<file path="src/rtl/div_share_scheduler_if.sv">
`default_nettype none
// ============================================================================
// Module      : div_share_scheduler_if
// Description : Bus to the shared external tens/ones divider.
//               div_in  - 6-bit binary operand (driven by the scheduler)
//               div_ten - 4-bit tens result   (combinational from div_in)
//               div_1   - 4-bit ones result   (combinational from div_in)
//               master modport : scheduler side
//               slave  modport : divider side
// Revision    : 1.0 - initial release
// ============================================================================
interface div_share_scheduler_if;
    logic [5:0] div_in;
    logic [3:0] div_ten;
    logic [3:0] div_1;

    modport master (output div_in, input div_ten, input div_1);
    modport slave  (input div_in, output div_ten, output div_1);
endinterface
`default_nettype wire

</file>
<file path="src/rtl/div_share_scheduler.sv">
`default_nettype none
// ============================================================================
// Module      : div_share_scheduler
// Description : Time-shares one external tens/ones divider across the hours,
//               minutes and seconds values. The three values are snapshotted,
//               converted one per clock and all six BCD digits are committed
//               in a single edge. Also runs the 6-digit multiplexed display
//               scan, whose wrap requests a fresh conversion.
// Ports       : clk, rst_n          - clock, async active-low reset
//               refresh_req         - conversion request (level)
//               val_hr/min/sec      - binary time values
//               div (master)        - shared divider bus
//               bcd_digits          - {hr_t,hr_1,min_t,min_1,sec_t,sec_1}
//               upd_pulse           - one cycle when bcd_digits updates
//               busy                - conversion in progress
//               range_err           - {hr,min,sec} out-of-range of last commit
//               digit_sel/digit_bcd - active-low one-hot scan select + BCD
// Revision    : 1.0 - initial release
// ============================================================================
module div_share_scheduler #(
    parameter int SCAN_DIV = 1000,
    parameter int MAX_HR   = 24
) (
    input  wire logic                 clk,
    input  wire logic                 rst_n,
    input  wire logic                 refresh_req,
    input  wire logic [5:0]           val_hr,
    input  wire logic [5:0]           val_min,
    input  wire logic [5:0]           val_sec,
    div_share_scheduler_if.master     div,
    output logic      [23:0]          bcd_digits,
    output logic                      upd_pulse,
    output logic                      busy,
    output logic      [2:0]           range_err,
    output logic      [5:0]           digit_sel,
    output logic      [3:0]           digit_bcd
);

    localparam int c_cnt_w = $clog2(SCAN_DIV);

    typedef enum logic [2:0] {
        ST_IDLE   = 3'd0,
        ST_CONV_H = 3'd1,
        ST_CONV_M = 3'd2,
        ST_CONV_S = 3'd3,
        ST_COMMIT = 3'd4
    } state_t;

    state_t               r_state;
    state_t               w_state_next;
    logic                 w_req;
    logic                 r_pending;
    logic                 r_auto_req;
    logic [5:0]           r_div_in;
    logic [5:0]           r_snap_hr;
    logic [5:0]           r_snap_min;
    logic [5:0]           r_snap_sec;
    logic [7:0]           r_stg_hr;
    logic [7:0]           r_stg_min;
    logic [7:0]           r_stg_sec;
    logic                 w_err_hr;
    logic                 w_err_min;
    logic                 w_err_sec;
    logic [c_cnt_w-1:0]   r_scan_cnt;
    logic [2:0]           r_idx;
    logic [2:0]           w_idx_next;
    logic                 w_scan_tc;
    logic [3:0]           w_nib;

    assign div.div_in = r_div_in;

    // Every request source collapses into one; a request arriving while
    // busy is remembered once in r_pending.
    assign w_req = refresh_req | r_auto_req | r_pending;

    // Range flags look at the snapshot so they match the committed digits.
    assign w_err_hr  = (r_snap_hr  >= 6'(MAX_HR));
    assign w_err_min = (r_snap_min >= 6'd60);
    assign w_err_sec = (r_snap_sec >= 6'd60);

    // ------------------------------------------------------------------
    // Conversion FSM
    // ------------------------------------------------------------------
    always_ff @(posedge clk or negedge rst_n) begin
        if (!rst_n) begin
            r_state <= ST_IDLE;
        end else begin
            r_state <= w_state_next;
        end
    end

    always_comb begin
        w_state_next = r_state;
        busy         = 1'b1;
        case (r_state)
            ST_IDLE: begin
                busy = 1'b0;
                if (w_req) begin
                    w_state_next = ST_CONV_H;
                end
            end
            ST_CONV_H: w_state_next = ST_CONV_M;
            ST_CONV_M: w_state_next = ST_CONV_S;
            ST_CONV_S: w_state_next = ST_COMMIT;
            ST_COMMIT: w_state_next = ST_IDLE;
            default: begin
                w_state_next = ST_IDLE;
                busy         = 1'b0;
            end
        endcase
    end

    // ------------------------------------------------------------------
    // Snapshot, divider sequencing, staging and commit
    // ------------------------------------------------------------------
    always_ff @(posedge clk or negedge rst_n) begin
        if (!rst_n) begin
            r_div_in   <= 6'd0;
            r_snap_hr  <= 6'd0;
            r_snap_min <= 6'd0;
            r_snap_sec <= 6'd0;
            r_stg_hr   <= 8'd0;
            r_stg_min  <= 8'd0;
            r_stg_sec  <= 8'd0;
            r_pending  <= 1'b0;
            bcd_digits <= 24'd0;
            range_err  <= 3'd0;
            upd_pulse  <= 1'b0;
        end else begin
            upd_pulse <= (r_state == ST_COMMIT);
            // IDLE always consumes whatever was pending.
            if (r_state == ST_IDLE) begin
                r_pending <= 1'b0;
            end else if (refresh_req || r_auto_req) begin
                r_pending <= 1'b1;
            end
            case (r_state)
                ST_IDLE: begin
                    if (w_req) begin
                        r_snap_hr  <= val_hr;
                        r_snap_min <= val_min;
                        r_snap_sec <= val_sec;
                        r_div_in   <= val_hr;
                    end
                end
                ST_CONV_H: begin
                    r_stg_hr <= {div.div_ten, div.div_1};
                    r_div_in <= r_snap_min;
                end
                ST_CONV_M: begin
                    r_stg_min <= {div.div_ten, div.div_1};
                    r_div_in  <= r_snap_sec;
                end
                ST_CONV_S: begin
                    r_stg_sec <= {div.div_ten, div.div_1};
                    r_div_in  <= 6'd0;
                end
                ST_COMMIT: begin
                    bcd_digits <= {w_err_hr  ? 8'd0 : r_stg_hr,
                                   w_err_min ? 8'd0 : r_stg_min,
                                   w_err_sec ? 8'd0 : r_stg_sec};
                    range_err  <= {w_err_hr, w_err_min, w_err_sec};
                end
                default: ;
            endcase
        end
    end

    // ------------------------------------------------------------------
    // Display scan
    // ------------------------------------------------------------------
    assign w_scan_tc  = (r_scan_cnt == c_cnt_w'(SCAN_DIV - 1));
    assign w_idx_next = !w_scan_tc      ? r_idx :
                        (r_idx == 3'd5) ? 3'd0  : r_idx + 3'd1;

    always_comb begin
        w_nib = 4'd0;
        case (w_idx_next)
            3'd0: w_nib = bcd_digits[3:0];
            3'd1: w_nib = bcd_digits[7:4];
            3'd2: w_nib = bcd_digits[11:8];
            3'd3: w_nib = bcd_digits[15:12];
            3'd4: w_nib = bcd_digits[19:16];
            3'd5: w_nib = bcd_digits[23:20];
            default: w_nib = 4'd0;
        endcase
    end

    // digit_bcd is reloaded every clock from the digit that digit_sel will
    // show, so a commit reaches the display without waiting for a step.
    always_ff @(posedge clk or negedge rst_n) begin
        if (!rst_n) begin
            r_scan_cnt <= '0;
            r_idx      <= 3'd0;
            r_auto_req <= 1'b0;
            digit_sel  <= 6'b111110;
            digit_bcd  <= 4'd0;
        end else begin
            r_scan_cnt <= w_scan_tc ? '0 : r_scan_cnt + c_cnt_w'(1);
            r_idx      <= w_idx_next;
            r_auto_req <= w_scan_tc && (r_idx == 3'd5);
            digit_sel  <= ~(6'b000001 << w_idx_next);
            digit_bcd  <= w_nib;
        end
    end

endmodule
`default_nettype wire

</file>
<file path="src/flat_wrapper.sv">
// flat-port wrapper written by rule: the top's interface ports become plain ports
module div_share_scheduler_flat 
#(
    parameter int SCAN_DIV = 1000,
    parameter int MAX_HR   = 24
)
  (clk, rst_n, refresh_req, val_hr, val_min, val_sec, bcd_digits, upd_pulse, busy, range_err, digit_sel, digit_bcd, div_div_in, div_div_ten, div_div_1);
  div_share_scheduler_if div_i ();
  input  wire logic clk;
  input  wire logic rst_n;
  input  wire logic refresh_req;
  input  wire logic [5:0] val_hr;
  input  wire logic [5:0] val_min;
  input  wire logic [5:0] val_sec;
  output logic      [23:0] bcd_digits;
  output logic upd_pulse;
  output logic busy;
  output logic      [2:0] range_err;
  output logic      [5:0] digit_sel;
  output logic      [3:0] digit_bcd;
  output wire logic [$bits(div_i.div_in)-1:0] div_div_in;
  input wire logic [$bits(div_i.div_ten)-1:0] div_div_ten;
  input wire logic [$bits(div_i.div_1)-1:0] div_div_1;
  assign div_div_in = div_i.div_in;
  assign div_i.div_ten = div_div_ten;
  assign div_i.div_1 = div_div_1;
  div_share_scheduler #(.SCAN_DIV(SCAN_DIV), .MAX_HR(MAX_HR)) u_core (.clk(clk), .rst_n(rst_n), .refresh_req(refresh_req), .val_hr(val_hr), .val_min(val_min), .val_sec(val_sec), .div(div_i), .bcd_digits(bcd_digits), .upd_pulse(upd_pulse), .busy(busy), .range_err(range_err), .digit_sel(digit_sel), .digit_bcd(digit_bcd));
endmodule
</file>
<file path="config.mk">
export PLATFORM = sky130hd
export DESIGN_NAME = div_share_scheduler_flat
export DESIGN_NICKNAME = d
export VERILOG_FILES = /design/src/rtl/div_share_scheduler_if.sv /design/src/rtl/div_share_scheduler.sv /design/src/flat_wrapper.sv
export SDC_FILE = /design/constraint.sdc
export NUM_CORES = 1
export LEC_CHECK = 0
export CORE_MARGIN = 2
export CORE_UTILIZATION = 35
export CTS_CLUSTER_DIAMETER = 200
export DETAILED_ROUTE_END_ITERATION = 12
export GPL_ROUTABILITY_DRIVEN = 1
export SLEW_MARGIN = 0
export SYNTH_ARGS = -nofsm -noshare
export SYNTH_HDL_FRONTEND = slang
export SYNTH_SLANG_ARGS = --single-unit
</file>
<file path="constraint.sdc">
create_clock -name clk -period 2.5 [get_ports clk]
set_input_delay 0.25 -clock clk [delete_from_list [all_inputs] [get_ports clk]]
set_output_delay 0.25 -clock clk [all_outputs]
set_load 0.02 [all_outputs]
</file>
-- After elaboration in Yosys (flattened, before gate mapping)
Cells that the tools add are included.
- output and inout port bits: 45
- input bits: 29
- register bits after elaboration: 104
- reduce and logical (&&, ||, !) cells: 9
- $add $sub $neg: 2
- equality and inequality tests: 12
- order comparisons: 3
- bitwise logic cells: 3
- mux-type cells: 14
- shift-type cells: 1
- operators with widths (kind ; count):
    $mux W8 ; 3
    $pmux W4 S6 ; 1
    $pmux W6 S4 ; 1
    $eq A3 B2 Y1 const B ; 4
    $eq A3 B3 Y1 const B ; 4
    $ge A6 B6 Y1 const B ; 2
    $pmux W3 S4 ; 1
    $add A10 B1 Y10 const B ; 1
    $eq A10 B10 Y1 const B ; 1
    $mux W10 ; 1
    $mux W3 ; 3
    $eq A3 B1 Y1 const B ; 2
    $ge A6 B5 Y1 const B ; 1
    $logic_not A3 Y1 ; 2
    $mux W6 ; 1
    $not A6 Y6 ; 1
    $shl A1 B3 Y6 const A ; 1
    $reduce_and A2 Y1 ; 2
    $reduce_bool A4 Y1 ; 1
    $reduce_or A4 Y1 ; 1
    $add A3 B1 Y3 const B ; 1
    $mux W1 ; 3
    $ne A2 B1 Y1 const B ; 1
    $or A1 B1 Y1 ; 2
    3 further kinds ; 3

-- Logic depth before layout (Yosys ltp)
- depth in word-level cells: 5
- gate-level depth with buffers: 8
- mapped depth without buffers: 6

-- Least setup slack after synthesis
No wires, ideal clock.
- path kind: register -> register
- start: reg u_core.r_scan_cnt[0]
- end: reg u_core.digit_bcd[1]
- clock period less this slack: 1.812 ns
- stages on the path, launching flop included: 8
- data arrival time: 1.686 ns
- slack: 0.688 ns
- buffers on the path: 1
- cells stage by stage: dfrtp_1 -> ha_1 -> nand4b_4 -> nor4_4 -> buf_6 -> nor4_2 -> a31o_1 -> a221o_1
- word-level cells in the longest chain between the ends: 4
- elaborated cells between the ends (all ways): 9
- ends and longest elaborated chain (what ; RTL line ; source):
    from (decl) ; div_share_scheduler.sv:64 ; logic [c_cnt_w-1:0] r_scan_cnt;
    from (signal assigned) ; div_share_scheduler.sv:199 ; r_scan_cnt <= w_scan_tc ? '0 : r_scan_cnt + c_cnt_w'(1);
    $eq A10 B10 Y1 * ; div_share_scheduler.sv:172 ; assign w_scan_tc = (r_scan_cnt == c_cnt_w'(SCAN_DIV - 1));
    $mux W3 * ; div_share_scheduler.sv:173 ; assign w_idx_next = !w_scan_tc ? r_idx :
    $eq A3 B3 Y1, or another cell as far along ; div_share_scheduler.sv:178 ; case (w_idx_next)
    $pmux W4 S6 * ; div_share_scheduler.sv:178 ;
    net u_core.w_nib[1] ; div_share_scheduler.sv:68 ; logic [3:0] w_nib;
    to (signal assigned) ; div_share_scheduler.sv:203 ; digit_bcd <= w_nib;
    to (decl) ; div_share_scheduler.sv:36 ; output logic [3:0] digit_bcd
The timed path passes the listed nets; every way through them passes the cells marked *.
A chain may end at the register's enable or synchronous reset.

-- Final worst setup path
- start: reg u_core.r_state[0]
- end: out busy
- word-level cells in the longest chain between the ends: 3
- elaborated cells between the ends (all ways): 6
- ends and longest elaborated chain (what ; RTL line ; source):
    from (decl) ; div_share_scheduler.sv:49 ; state_t r_state;
    from (signal assigned) ; div_share_scheduler.sv:88 ; r_state <= w_state_next;
    $eq A3 B1 Y1, or another cell as far along ; div_share_scheduler.sv:95 ; case (r_state)
    $reduce_or A4 Y1 (no line) * ; -- ;
    $mux W1 * ; div_share_scheduler.sv:95 ;
    to (decl) ; flat_wrapper.sv:17 ; output logic busy;
Mark *: on every way between the ends. The rest lies on a longest branch, timed or not.

==> impl_metrics.py <==
metrics = {
    "final_layout": {
        "area.sequential_um2": 2530,
        "synthToLayoutAreaGrowth_pct": 29.7,
        "num-nets-final": 447,
        "drive_above_1_share": 0.206,
        "n_antenna_cell": 0,
        "multi_input_area_um2": 1650,
        "fillers": 1107,
    },
    "worst_setup_path": {
        "crit_path_end_kind": "output pin",
        "rrSetupSlack_ns": 0.38,
        "reg2reg_depth": 7,
        "cp_cell_sequence": "nor2_2 -> xnor2_1 -> clkdlybuf4s50_1",
        "start_kind": "register",
        "reg2reg_to": "u_core.digit_bcd[3]",
        "max_stage_delay_ns": 0.63,
        "worstReg2RegStart": "u_core.r_scan_cnt[0]",
        "crit_type": "reg -> out",
        "crit_required_ns": 2.25,
        "cp.arrival_ns": 1.93,
        "endpoint": "busy",
        "cpMaxStageDelayCell": "clkdlybuf4s50_1",
        "path_max_fanout": 15,
        "startpoint": "u_core.r_state[0]",
    },
    "clocking": {
        "cts.path.max_buffers": 2,
        "cts.clk_slew.worst_paths_ns": 0.07,
        "ctsResizeCount": 0,
        "tritoncts": "built",
        "cts_num_sinks": 101,
        "root_buffer": "clkbuf_16",
        "cts_made_buffers": 9,
        "clkLatencyLatePin_ns": 0.35,
        "htreeDepth": 3,
    },
    "global_routing": {
        "grt_pass1_wl_um": 15600,
        "first_global_vias": 2859,
        "grt_usage": 0.154,
        "grt_max_degree": 47,
        "grt-ovfl-total": 0,
        "antenna_found_initial": 0,
    },
    "flow_run": {
        "cap_violations": 0,
    },
    "logic_synthesis": {
        "yosysUniqueCellTypes": 47,
        "synth_edf_count": 0,
        "ys_seq_area_frac": 0.589,
        "synth_flop_cell": "dfrtp_1",
        "ys_warn_count": 0,
        "syn-instance-count": 337,
        "syn-num-nets": 367,
        "synth_area_um2": 4300,
        "async_flop_share": 1.00,
        "syn_area_per_cell_um2": 12.8,
        "ys_seq_elements": 101,
    },
    "sta": {
        "period_minus_slack_ns": 2.18,
        "setup_viol": 0,
        "drv_slew": 0,
        "maxSlewHeadroom": 0.545,
        "max_freq_mhz": 459,
        "rsz0062_at_grt": "false",
        "setup_tns_ns": 0,
        "fin_hold_ws_ns": 0.397,
        "tightest_slew_ns": 0.683,
        "hold_violations": 0,
        "clock_skew_ns": 0.00648,
        "timing.final.crit_share": 0.872,
    },
    "route": {
        "via_per_inst": 5.09,
        "postRouteAntennaNets": 0,
        "drtIter0Drc": 97,
        "avgRoutedWirePerCell_um": 17.0,
        "drc": 0,
        "wl_um": 9700,
        "drt_pass1_iterations": 4,
        "vias": 2896,
    },
    "floorplanning": {
        "row_count": 40,
        "start_util": 0.358,
        "io_pins": 74,
        "dieArea_um2": 13200,
        "core_area_um2": 12000,
        "die_w_um": 115,
        "dieHeight_um": 115,
    },
    "placed_design": {
        "post-dp-hpwl_um": 6780,
        "io_buffers": 73,
        "gp_congestion": 0.744,
    },
    "run_status": {
        "status": "completed",
    },
    "power": {
        "p_leak_uw": 0.00238,
        "irDropWorstVdd_mv": 0.560,
        "powerDensity_nw_per_um2": 1270,
    },
    "min_path": {
        "hp-class": "in -> async",
    },
}
-- layout make-up --
type,count,share of cell area
inverters,8,0.00538
flip-flops and latches,101,0.454
clock inverters,5,0.0148
repair buffers,87,0.152
multi-input cells,210,0.296
clock buffers,11,0.0453
well taps,147,0.0330
-- kinds of logic after synthesis --
kind of cell	count (synthesis)	synth area share
AOI/OAI and AO/OA	74	0.133
xor gates and xnor gates	9	0.0201
DFF	101	0.589
adders and majority gates	1	0.00291
muxes	51	0.132
and+or+nand+nor	75	0.0945
buffers and inverters	26	0.0282
-- worst max-delay path: cells and delay by family, from the launching register on --
family | cells | cell delay (ns)
XOR/XNOR | 1 | 0.16
buffers and inverters | 1 | 0.63
flip-flops | 1 | 0.55
AND/OR/NAND/NOR | 1 | 0.24
-- through the flow --
step                      total power, µW  instances  utilization  instance area [µm²]  setup WS [ns]
final                                7080        569        0.465                 5580          0.319
after global routing                 7500        569        0.465                 5580          0.215
after CTS                            7160        569        0.465                 5580          0.301
after detailed placement             5600        552        0.436                 5240          0.388
after global placement               5520        552        0.436                 5240          0.476
after floorplan                      4440        337            -                 4300          0.688
-- report_power, final --
group | switching [µW] | total (µW) | internal [µW]
Sequential | 553 | 2860 | 2300
Clock | 607 | 1540 | 934
Combinational | 1250 | 2680 | 1440
-- placed cells by master, fill, tap and decap left out, types with 2 or more instances in the layout --
cell	instances
a21oi_1	21
a221o_1	3
a221oi_1	5
a22o_1	25
a22oi_1	2
a41oi_2	2
and3_1	4
buf_4	13
bufinv_16	2
clkbuf_16	9
clkbuf_8	2
clkdlybuf4s50_1	72
clkinv_4	2
dfrtp_1	96
dfstp_2	5
inv_1	8
mux2_2	39
mux2_4	2
mux2i_1	10
nand2_1	8
nand2_2	2
nand2b_1	2
nand3_1	3
nor2_1	32
nor2b_1	12
nor3_1	4
o211ai_1	2
o2bb2ai_1	3
o31ai_1	3
xnor2_1	4
xor2_1	4
-- state kept, by name, summed over array words and instances, names as in the netlist --
register	count
u_core.div.div_in	6
u_core.r_stg_min	8
u_core.r_pending	1
u_core.r_stg_hr	8
u_core.r_idx	3
u_core.r_auto_req	1
u_core.r_state	3
u_core.r_snap_hr	3
u_core.r_scan_cnt	10
u_core.r_snap_sec	6
u_core.r_snap_min	6
u_core.r_stg_sec	8
u_core.digit_bcd	4
u_core.range_err	3
u_core.digit_sel	6
u_core.bcd_digits	24
u_core.upd_pulse	1
-- how the worst min path moves through the flow --
stage               start                   end  slack (ns)  cells past startpoint
detailed placement  rst_n  u_core.bcd_digits[5]        0.24                      1
global route        rst_n   u_core.r_stg_sec[5]        0.44                      2
global placement    rst_n   u_core.r_stg_sec[5]        0.23                      1
floorplan           rst_n  u_core.bcd_digits[0]       -0.05                      0
CTS                 rst_n  u_core.bcd_digits[5]        0.40                      2
finish              rst_n  u_core.bcd_digits[5]        0.40                      2
-- synthesized netlist by cell type (2+ instances only) --
cell type / count / area, µm²
o31ai_1: 3 / 22.5
a22oi_1: 2 / 15.0
a221oi_1: 5 / 43.8
clkbuf_1: 6 / 22.5
o211ai_1: 2 / 15.0
nand2_2: 2 / 12.5
mux2i_1: 10 / 100
nand3_1: 3 / 15.0
and3_1: 4 / 25.0
dfstp_2: 5 / 131
a21oi_1: 21 / 105
a41oi_2: 2 / 32.5
mux2_2: 39 / 439
inv_1: 8 / 30.0
xnor2_1: 4 / 35.0
nor2b_1: 12 / 75.1
dfrtp_1: 96 / 2400
nor2_1: 32 / 120
nand2_1: 8 / 30.0
o2bb2ai_1: 3 / 26.3
nor3_1: 4 / 20.0
xor2_1: 4 / 35.0
buf_2: 10 / 50.1
a22o_1: 25 / 219
nand2b_1: 2 / 12.5
mux2_4: 2 / 30.0
a221o_1: 3 / 30.0
-- metal layers --
metal  vias up  wire length (µm)  global-route usage
li1       1373                 -                   -
met1      1449              4690               0.218
met2        61              4480               0.235
met3        13               348              0.0274
met4         0               183              0.0651
met5         -                 0                   0
-- repair_timing --
action	4_1_cts	5_1_grt
hold endpoints to repair	29	0
buffers inserted	0	0
hold buffers	1	0
(Power assumes the default switching activity.)
